==> config.mk <==
export PLATFORM = sky130hd
export DESIGN_NAME = i2c_target
export DESIGN_NICKNAME = d
export VERILOG_FILES = /design/src/rtl/i2c_target_pkg.sv /design/src/rtl/i2c_in_filter.sv /design/src/rtl/i2c_target.sv
export SDC_FILE = /design/constraint.sdc
export NUM_CORES = 1
export LEC_CHECK = 0
export BUFFER_PORTS_ARGS = -buffer_cell sky130_fd_sc_hd__buf_2
export CORE_MARGIN = 10
export CORE_UTILIZATION = 55
export DETAILED_ROUTE_END_ITERATION = 10
export GPL_ROUTABILITY_DRIVEN = 1
export GPL_TIMING_DRIVEN = 0
export PLACE_DENSITY = 0.75
export SYNTH_ARGS = -nofsm -noshare
export SYNTH_HDL_FRONTEND = slang
export SYNTH_SLANG_ARGS = --single-unit
==> constraint.sdc <==
create_clock -name wb_clk_i -period 3.5 [get_ports wb_clk_i]
set_input_delay 0.875 -clock wb_clk_i [delete_from_list [all_inputs] [get_ports wb_clk_i]]
set_output_delay 0.875 -clock wb_clk_i [all_outputs]
set_load 0.01 [all_outputs]
==> src/rtl/i2c_target_pkg.sv <==
// Shared types and constants for the I2C register target.
package i2c_target_pkg;
    localparam int BYTE_W      = 8;
    localparam int SYNC_STAGES = 2;

    typedef enum logic [3:0] {
        IDLE,
        ADDR,
        ADDR_ACK,
        IGNORE,
        PTR,
        PTR_ACK,
        WDATA,
        WDATA_ACK,
        RDATA,
        RACK
    } state_t;
endpackage

==> src/rtl/i2c_in_filter.sv <==
// Pad input conditioning: synchronizer, stability filter and edge pulses.
module i2c_in_filter
    import i2c_target_pkg::*;
#(
    parameter int unsigned FILTER_LEN = 3
) (
    input  logic clk,
    input  logic rst,
    input  logic din,
    output logic dout,
    output logic rise,
    output logic fall
);
    logic [SYNC_STAGES-1:0] sync_q;
    logic [3:0]             cnt_q;
    logic                   filt_q;
    logic                   filt_d1_q;

    // Counter tracks consecutive synchronized samples that differ from the filtered level.
    always_ff @(posedge clk) begin
        if (rst) begin
            sync_q    <= '1;
            cnt_q     <= '0;
            filt_q    <= 1'b1;
            filt_d1_q <= 1'b1;
        end else begin
            sync_q    <= {sync_q[SYNC_STAGES-2:0], din};
            filt_d1_q <= filt_q;
            if (sync_q[SYNC_STAGES-1] == filt_q) begin
                cnt_q <= '0;
            end else if (cnt_q == 4'(FILTER_LEN - 1)) begin
                filt_q <= sync_q[SYNC_STAGES-1];
                cnt_q  <= '0;
            end else begin
                cnt_q <= cnt_q + 4'd1;
            end
        end
    end

    assign dout = filt_q;
    assign rise = filt_q & ~filt_d1_q;
    assign fall = ~filt_q & filt_d1_q;
endmodule

==> src/rtl/i2c_target.sv <==
// I2C target exposing a 256-byte register space through a synchronous register port.
module i2c_target
    import i2c_target_pkg::*;
#(
    parameter logic [6:0]  I2C_ADDR   = 7'h50,
    parameter int unsigned FILTER_LEN = 3
) (
    input  logic              wb_clk_i,
    input  logic              wb_rst_i,
    input  logic              scl_i,
    input  logic              sda_i,
    output logic              scl_o,
    output logic              scl_oen_o,
    output logic              sda_o,
    output logic              sda_oen_o,
    output logic [BYTE_W-1:0] reg_addr_o,
    output logic [BYTE_W-1:0] reg_wdata_o,
    output logic              reg_wr_o,
    output logic              reg_rd_o,
    input  logic [BYTE_W-1:0] reg_rdata_i,
    output logic              busy_o
);
    logic scl_f, scl_rise, scl_fall;
    logic sda_f, sda_rise, sda_fall;

    i2c_in_filter #(.FILTER_LEN(FILTER_LEN)) u_scl_filt (
        .clk (wb_clk_i), .rst (wb_rst_i), .din (scl_i),
        .dout(scl_f), .rise(scl_rise), .fall(scl_fall)
    );

    i2c_in_filter #(.FILTER_LEN(FILTER_LEN)) u_sda_filt (
        .clk (wb_clk_i), .rst (wb_rst_i), .din (sda_i),
        .dout(sda_f), .rise(sda_rise), .fall(sda_fall)
    );

    state_t            state_q, state_d;
    logic [3:0]        bit_cnt_q, bit_cnt_d;
    logic [BYTE_W-1:0] shreg_q, shreg_d;
    logic [BYTE_W-1:0] ptr_q, ptr_d;
    logic [BYTE_W-1:0] addr_q, addr_d;
    logic [BYTE_W-1:0] wdata_q, wdata_d;
    logic              rw_q, rw_d;
    logic              phase_q, phase_d;
    logic              oen_q, oen_d;
    logic              busy_q, busy_d;
    logic              wr_q, wr_d;
    logic              rd_q, rd_d;
    logic              load_q;

    logic              start_det, stop_det, last_bit;
    logic [BYTE_W-1:0] shift_in;

    assign start_det = sda_fall & scl_f;
    assign stop_det  = sda_rise & scl_f;
    assign last_bit  = (bit_cnt_q == 4'(BYTE_W - 1));
    assign shift_in  = {shreg_q[BYTE_W-2:0], sda_f};

    always_ff @(posedge wb_clk_i) begin
        if (wb_rst_i) begin
            state_q   <= IDLE;
            bit_cnt_q <= '0;
            shreg_q   <= '0;
            ptr_q     <= '0;
            addr_q    <= '0;
            wdata_q   <= '0;
            rw_q      <= 1'b0;
            phase_q   <= 1'b0;
            oen_q     <= 1'b0;
            busy_q    <= 1'b0;
            wr_q      <= 1'b0;
            rd_q      <= 1'b0;
            load_q    <= 1'b0;
        end else begin
            state_q   <= state_d;
            bit_cnt_q <= bit_cnt_d;
            shreg_q   <= shreg_d;
            ptr_q     <= ptr_d;
            addr_q    <= addr_d;
            wdata_q   <= wdata_d;
            rw_q      <= rw_d;
            phase_q   <= phase_d;
            oen_q     <= oen_d;
            busy_q    <= busy_d;
            wr_q      <= wr_d;
            rd_q      <= rd_d;
            load_q    <= rd_q;
        end
    end

    // phase_q marks the second half of an ACK slot, or a sampled master ACK in RACK.
    always_comb begin
        state_d   = state_q;
        bit_cnt_d = bit_cnt_q;
        shreg_d   = shreg_q;
        ptr_d     = ptr_q;
        addr_d    = addr_q;
        wdata_d   = wdata_q;
        rw_d      = rw_q;
        phase_d   = phase_q;
        oen_d     = oen_q;
        busy_d    = busy_q;
        wr_d      = 1'b0;
        rd_d      = 1'b0;

        if (start_det) begin
            state_d   = ADDR;
            bit_cnt_d = '0;
            phase_d   = 1'b0;
            oen_d     = 1'b0;
            busy_d    = 1'b0;
        end else if (stop_det) begin
            state_d = IDLE;
            oen_d   = 1'b0;
            busy_d  = 1'b0;
        end else begin
            if (load_q && state_q == RDATA) begin
                shreg_d   = reg_rdata_i;
                oen_d     = ~reg_rdata_i[BYTE_W-1];
                bit_cnt_d = '0;
            end
            case (state_q)
                IDLE, IGNORE: ;
                ADDR: if (scl_rise) begin
                    shreg_d   = shift_in;
                    bit_cnt_d = bit_cnt_q + 4'd1;
                    if (last_bit) begin
                        bit_cnt_d = '0;
                        phase_d   = 1'b0;
                        if (shift_in[BYTE_W-1:1] == I2C_ADDR) begin
                            state_d = ADDR_ACK;
                            busy_d  = 1'b1;
                            rw_d    = shift_in[0];
                        end else begin
                            state_d = IGNORE;
                        end
                    end
                end
                ADDR_ACK: if (scl_fall) begin
                    if (!phase_q) begin
                        oen_d   = 1'b1;
                        phase_d = 1'b1;
                    end else begin
                        oen_d     = 1'b0;
                        phase_d   = 1'b0;
                        bit_cnt_d = '0;
                        if (rw_q) begin
                            state_d = RDATA;
                            rd_d    = 1'b1;
                            addr_d  = ptr_q;
                        end else begin
                            state_d = PTR;
                        end
                    end
                end
                PTR: if (scl_rise) begin
                    shreg_d   = shift_in;
                    bit_cnt_d = bit_cnt_q + 4'd1;
                    if (last_bit) begin
                        ptr_d     = shift_in;
                        bit_cnt_d = '0;
                        phase_d   = 1'b0;
                        state_d   = PTR_ACK;
                    end
                end
                PTR_ACK, WDATA_ACK: if (scl_fall) begin
                    if (!phase_q) begin
                        oen_d   = 1'b1;
                        phase_d = 1'b1;
                    end else begin
                        oen_d     = 1'b0;
                        phase_d   = 1'b0;
                        bit_cnt_d = '0;
                        state_d   = WDATA;
                    end
                end
                WDATA: if (scl_rise) begin
                    shreg_d   = shift_in;
                    bit_cnt_d = bit_cnt_q + 4'd1;
                    if (last_bit) begin
                        wdata_d   = shift_in;
                        addr_d    = ptr_q;
                        wr_d      = 1'b1;
                        ptr_d     = ptr_q + 8'd1;
                        bit_cnt_d = '0;
                        phase_d   = 1'b0;
                        state_d   = WDATA_ACK;
                    end
                end
                RDATA: if (scl_fall) begin
                    if (last_bit) begin
                        oen_d   = 1'b0;
                        ptr_d   = ptr_q + 8'd1;
                        phase_d = 1'b0;
                        state_d = RACK;
                    end else begin
                        oen_d     = ~shreg_q[BYTE_W-2];
                        shreg_d   = {shreg_q[BYTE_W-2:0], 1'b0};
                        bit_cnt_d = bit_cnt_q + 4'd1;
                    end
                end
                RACK: begin
                    if (scl_rise) begin
                        if (sda_f) state_d = IGNORE;
                        else       phase_d = 1'b1;
                    end
                    if (scl_fall && phase_q) begin
                        rd_d    = 1'b1;
                        addr_d  = ptr_q;
                        phase_d = 1'b0;
                        state_d = RDATA;
                    end
                end
                default: state_d = IDLE;
            endcase
        end
    end

    assign scl_o       = 1'b0;
    assign scl_oen_o   = 1'b0;
    assign sda_o       = 1'b0;
    assign sda_oen_o   = oen_q;
    assign reg_addr_o  = addr_q;
    assign reg_wdata_o = wdata_q;
    assign reg_wr_o    = wr_q;
    assign reg_rd_o    = rd_q;
    assign busy_o      = busy_q;
endmodule
==> flow_summary.json, run 1 <==
{
  "outcome": "finished clean",
  "ant_nets": 0,
  "cts_buffers": 9,
  "period_needed_ns": 2.301,
  "clk_pin_slew_ns": 0.08,
  "die_w_um": 97.29,
  "core_um2": 5851,
  "use_met3": 0.05121,
  "cp.arrival_ns": 2.52,
  "p_per_area_nw_per_um2": 410.2,
  "cts.sinks": 62,
  "grt_overflow_total": 0,
  "critPathKind": "register to register",
  "relSlewSlack": 0.4580,
  "first_pass_iters": 5,
  "drive_gt1_frac": 0.2023,
  "grt_pass1_vias": 2946,
  "synth.distinct_cells": 65,
  "ff_latch_area_um2": 1241,
  "synthesis.area_um2": 3286,
  "ys.flop_type": "dfxtp_1",
  "period_share": 0.6575,
  "clock_latency_ns": 0.35,
  "syn_avg_cell_area_um2": 8.403,
  "n_fill_cell": 516,
  "ir_drop_uv": 392.6,
  "area.growth.synth_to_final_pct": 15.50,
  "maxCapViolations": 0,
  "synth_edf_count": 0,
  "drc": 0,
  "worst_slew_pin_slew_ns": 0.8062,
  "clock_skew_ns": 0.009207,
  "setup_viol": 0,
  "vias_per_cell": 5.868,
  "multiInputGateArea_um2": 1884,
  "synth-async-reset-ratio": 0,
  "hp-class": "register to register",
  "met2_usage": 0.2906,
  "gp_congestion": 0.9519,
  "critPathLaunchType": "register",
  "initial_core_util": 0.5616,
  "cts_hold_buffers": 0,
  "p_leak_nw": 1.498,
  "num_vias": 3022,
  "drt_iter0_drc": 204,
  "use_met1": 0.2201,
  "setup_ws_ns": 1.199,
  "diodes": 0,
  "yosysWarnings": 0,
  "yosysTopAreaCell": "dfxtp_1",
  "grt_pass1_wl_mm": 14.24,
  "ys_ff_latch": 62,
  "slew_viol_final": 0,
  "clock-root-buffer": "clkbuf_8",
  "max_freq_ghz": 0.4346,
  "gr-usage-all-layers": 0.1777,
  "cts_tree": "built",
  "rows": 28,
  "avgRoutedWirePerCell_um": 16.36,
  "synthTopCellsByArea": "dfxtp_1 (38%), nor2_1 (5.6%), mux2i_1 (4.0%)",
  "io_pins": 35,
  "dpl.hpwl_mm": 6.119,
  "endpoint_kind": "register",
  "grt_max_degree": 13,
  "die_area_um2": 9465,
  "cts_setup_buffers": 0,
  "nets": 453,
  "hold_viol": 0,
  "antenna_found_initial": 0,
  "wirelength_mm": 8.427,
  "worst_ep_required_time_ns": 3.72,
  "busiest_layer": "met2",
  "reg2reg_slack_ns": 1.20,
  "crit_fanout": 9,
  "synth_top_cell_area_share": 0.3778,
  "rsz0062_at_grt": "no",
  "die_h_um": 97.29,
  "post-place-ws_ns": 1.230,
  "fin_setup_tns_ns": 0,
  "cts_resized": 0,
  "htree_levels": 3,
  "io_buffers": 31,
  "ys_seq_area_frac": 0.3778,
  "synth_cells": 391,
  "clockBufferDepth": 2
}
[cell type report]
class                           count  share of cell area
Clock inverter                      6             0.03033
Multi-Input combinational cell    297              0.4965
Inverter                           11             0.01088
Buffer                             23             0.03330
Timing Repair Buffer               31             0.04088
Tap cell                           75             0.02473
Clock buffer                       10             0.03627
Sequential cell                    62              0.3271
[cell usage after synthesis, types with 2 or more instances]
cell        n
dfxtp_1    62
nor2_1     49
nand2_1    25
a21oi_1    24
nor3_1     17
nor2b_1    16
o21ai_0    16
nand3_1    14
mux2i_1    13
inv_1      10
buf_2       8
clkbuf_1    7
nand2b_1    7
nand3b_1    7
or2_2       7
a2111oi_2   6
buf_4       6
ha_1        6
xnor2_1     6
a31oi_1     5
and3_1      5
nor3b_1     5
o22ai_1     4
or3_1       4
or3b_1      4
a32oi_1     3
nand4_1     3
o31ai_1     3
xor2_1      3
a211o_1     2
a211oi_1    2
a21oi_2     2
a2bb2oi_1   2
and2b_1     2
and3b_1     2
o211ai_1    2
o21a_1      2
o21ai_1     2
o21ai_2     2
[where the power goes]
group | switching (W) | internal (W) | leakage [nW]
logic | 0.0000248 | 0.0000148 | 0.874
clock network | 0.000309 | 0.000497 | 0.124
registers | 0.00000261 | 0.000709 | 0.501
[worst max-delay path: stages (launching register included)]
cell and delay [ns]:
dfxtp_1 0.38, ha_1 0.24, nand3b_1 0.28, nor4_2 0.81, o21ai_0 0.19, a2bb2oi_1 0.22, nor2_1 0.06
[placed cells by master (no fill, tap or decap), types with 3 or more instances in the layout]
| master | n |
|---|---|
| dfxtp_1 | 62 |
| nor3b_1 | 5 |
| nor2b_1 | 16 |
| or3_1 | 4 |
| nand3_1 | 14 |
| a21oi_1 | 24 |
| buf_4 | 6 |
| inv_1 | 10 |
| nor3_1 | 17 |
| nand4_1 | 3 |
| nand3b_1 | 7 |
| xnor2_1 | 6 |
| or2_2 | 7 |
| clkbuf_8 | 10 |
| conb_1 | 3 |
| nor2_1 | 49 |
| nand2_1 | 25 |
| clkbuf_1 | 7 |
| o22ai_1 | 4 |
| xor2_1 | 3 |
| and3_1 | 5 |
| buf_2 | 39 |
| a2111oi_2 | 6 |
| a31oi_1 | 5 |
| mux2i_1 | 13 |
| a32oi_1 | 3 |
| bufinv_16 | 3 |
| ha_1 | 6 |
| or3b_1 | 4 |
| nand2b_1 | 7 |
| o31ai_1 | 3 |
| o21ai_0 | 16 |
[state kept, by name, indices dropped and copies added (netlist names), 2 cells and up]
name	flops
u_scl_filt.sync_q	2
u_scl_filt.cnt_q	4
reg_addr_o	8
state_q	4
bit_cnt_q	4
u_sda_filt.sync_q	2
u_sda_filt.cnt_q	4
shreg_q	7
ptr_q	8
reg_wdata_o	8
[metal layers]
layer / wire, µm / vias up
met3: 604 / 11
li1: - / 1480
met4: 105 / 0
met1: 3654 / 1424
met2: 4063 / 107
met5: 0 / -
[kinds of logic after synthesis]
group | count (synthesis) | synth area share
AOI/OAI and AO/OA | 88 | 0.1904
xor gates and xnor gates | 9 | 0.02399
adders and majority gates | 6 | 0.02285
buffers and inverters | 34 | 0.05103
DFF | 62 | 0.3778
muxes | 13 | 0.03960
other | 1 | 0.001141
and+or+nand+nor | 178 | 0.2932
[final timing paths]
| path | to | start | depth (start not counted) |
|---|---|---|---|
| max | ptr_q[5] | bit_cnt_q[0] | 6 |
| min | u_scl_filt.sync_q[1] | u_scl_filt.sync_q[0] | 1 |
| max reg2reg | ptr_q[5] | bit_cnt_q[0] | 6 |
| min reg2reg | u_scl_filt.sync_q[1] | u_scl_filt.sync_q[0] | 1 |
[stage by stage]
step           hold slack [ns]  utilization  instances  cell area, µm²  total power (W)
2_1_floorplan           0.3895            -        393            3293        0.0007511
3_5_place_dp            0.3941       0.6054        499            3542        0.0007666
6_report                0.4095       0.6486        515            3795         0.001557
4_1_cts                 0.4114       0.6486        515            3795         0.001563
5_1_grt                 0.4245       0.6486        515            3795         0.001594
3_3_place_gp            0.3923       0.6054        499            3542        0.0007656
No activity file was read; power rests on OpenSTA's default activity.
==> run 2: changes to the inputs <==
==> constraint.sdc (replaced) <==
create_clock -name wb_clk_i -period 2.2 [get_ports wb_clk_i]
set_input_delay 0.55 -clock wb_clk_i [delete_from_list [all_inputs] [get_ports wb_clk_i]]
set_output_delay 0.55 -clock wb_clk_i [all_outputs]
set_load 0.01 [all_outputs]
==> flow_summary.json, run 2 (same netlist as run 1, synthesis figures left out) <==
{
  "outcome": "finished clean",
  "power_frac_comb": 0.026,
  "ant_nets": 0,
  "setup_viol": 0,
  "total_power_w": 0.002475,
  "die_h_um": 97.29,
  "final_area_um2": 3870,
  "io_buffers": 31,
  "dpl.hpwl_mm": 6.119,
  "hold_ws_ns": 0.3849,
  "die_area_um2": 9465,
  "rows": 28,
  "first_pass_iters": 5,
  "drive_gt1_frac": 0.2225,
  "clock_latency_ns": 0.35,
  "core_um2": 5851,
  "area.growth.synth_to_final_pct": 17.78,
  "diodes": 0,
  "gp_congestion": 0.9519,
  "max_freq_ghz": 0.4752,
  "period_needed_ns": 2.104,
  "hold_viol": 0,
  "critPathLaunchType": "register",
  "drc": 0,
  "place_area_um2": 3542,
  "gr-usage-all-layers": 0.1782,
  "final_common_cell": "dfxtp_1",
  "avgRoutedWirePerCell_um": 16.38,
  "period_share": 0.9565,
  "p_sw_frac": 0.2153,
  "ir_drop_uv": 617.4,
  "grt_pass1_vias": 2955,
  "die_w_um": 97.29,
  "grt_pass1_wl_mm": 14.28,
  "worst_slew_pin_slew_ns": 0.6451,
  "cp.arrival_ns": 2.32,
  "p_seq_frac": 0.457,
  "clk_pin_slew_ns": 0.08,
  "nets": 458,
  "endpoint_kind": "register",
  "clkPwrFrac": 0.517,
  "grt_overflow_total": 0,
  "antenna_found_initial": 0,
  "clockBufferDepth": 2,
  "grt_max_degree": 13,
  "relSlewSlack": 0.5699,
  "rsz0062_at_grt": "yes",
  "layout_common_cells": "dfxtp_1 (62), nor2_1 (49), buf_2 (39)",
  "cts_tree": "built",
  "io_pins": 35,
  "p_int_w": 0.001942,
  "htree_levels": 3,
  "cts_buffers": 9,
  "p_leak_nw": 1.528,
  "num_vias": 3010,
  "wirelength_mm": 8.516,
  "initial_core_util": 0.5616,
  "clock_skew_ns": 0.01126,
  "crit_fanout": 8,
  "maxCapViolations": 0,
  "critPathKind": "register to register",
  "vias_per_cell": 5.788,
  "cts.sinks": 62,
  "hp-class": "primary input to register",
  "drt_iter0_drc": 181,
  "stdcell_count": 520,
  "worst_ep_required_time_ns": 2.42,
  "place_inst": 499,
  "slew_viol_final": 0,
  "clock-root-buffer": "clkbuf_8",
  "p_per_area_nw_per_um2": 639.6,
  "p_sw_w": 0.0005329
}
==> run 2: cell type report <==
class                           instances  area [µm²]
Fill cell                             509        1981
Multi-Input combinational cell        297        1921
Sequential cell                        62        1241
Timing Repair Buffer                   36       192.7
Clock buffer                           10       137.6
Buffer                                 23       127.6
Clock inverter                          6       115.1
Tap cell                               75       93.84
Inverter                               11       41.29
==> run 2: routing by layer <==
layer | track usage | up-vias | wire (µm)
met2 | 0.2891 | 81 | 3999
met3 | 0.05121 | 16 | 442
met4 | 0.05593 | 0 | 150
met5 | 0 | - | 0
met1 | 0.2218 | 1435 | 3924
li1 | - | 1478 | -
==> run 2: timing repair <==
item	in CTS	in global routing
endpoints found under the setup margin	4	27
resized for setup	1	8
pin swaps	0	2
buffers inserted	0	5
hold buffers	0	0
==> run 2: worst max-delay path, stage by stage (launching register included) <==
cell	delay (ns)
dfxtp_1	0.46
or3b_1	0.43
o32ai_2	0.41
or4_1	0.18
buf_2	0.19
nor3_1	0.07
a21oi_1	0.18
a21oi_2	0.07
==> run 2: stage by stage <==
step / worst slack [ns] / util / setup TNS (ns)
after global routing: -0.04881 / 0.6615 / -0.04881
after detailed placement: -0.07005 / 0.6054 / -0.1946
after global placement: -0.008404 / 0.6054 / -0.008404
after floorplan: 0.3566 / - / 0
final: 0.09580 / 0.6615 / 0
after CTS: 0.03183 / 0.6501 / 0
==> run 2: worst paths after layout <==
| kind | end | depth (start not counted) | slack, ns | start |
|---|---|---|---|---|
| setup reg to reg | ptr_q[0] | 7 | 0.1 | state_q[3] |
| hold / removal | u_sda_filt.sync_q[0] | 2 | 0.38 | sda_i |
| setup / recovery | ptr_q[0] | 7 | 0.1 | state_q[3] |
| hold reg to reg | u_sda_filt.sync_q[1] | 1 | 0.41 | u_sda_filt.sync_q[0] |
==> run 2: power by group through the flow <==
stage / Combinational (W) / Sequential [W] / Clock, W
floorplan: 0.0000385 / 0.00116 / 0
global placement: 0.0000608 / 0.00116 / 0
detailed placement: 0.0000620 / 0.00116 / 0
CTS: 0.0000622 / 0.00113 / 0.00129
global route: 0.0000695 / 0.00113 / 0.00134
finish: 0.0000633 / 0.00113 / 0.00128
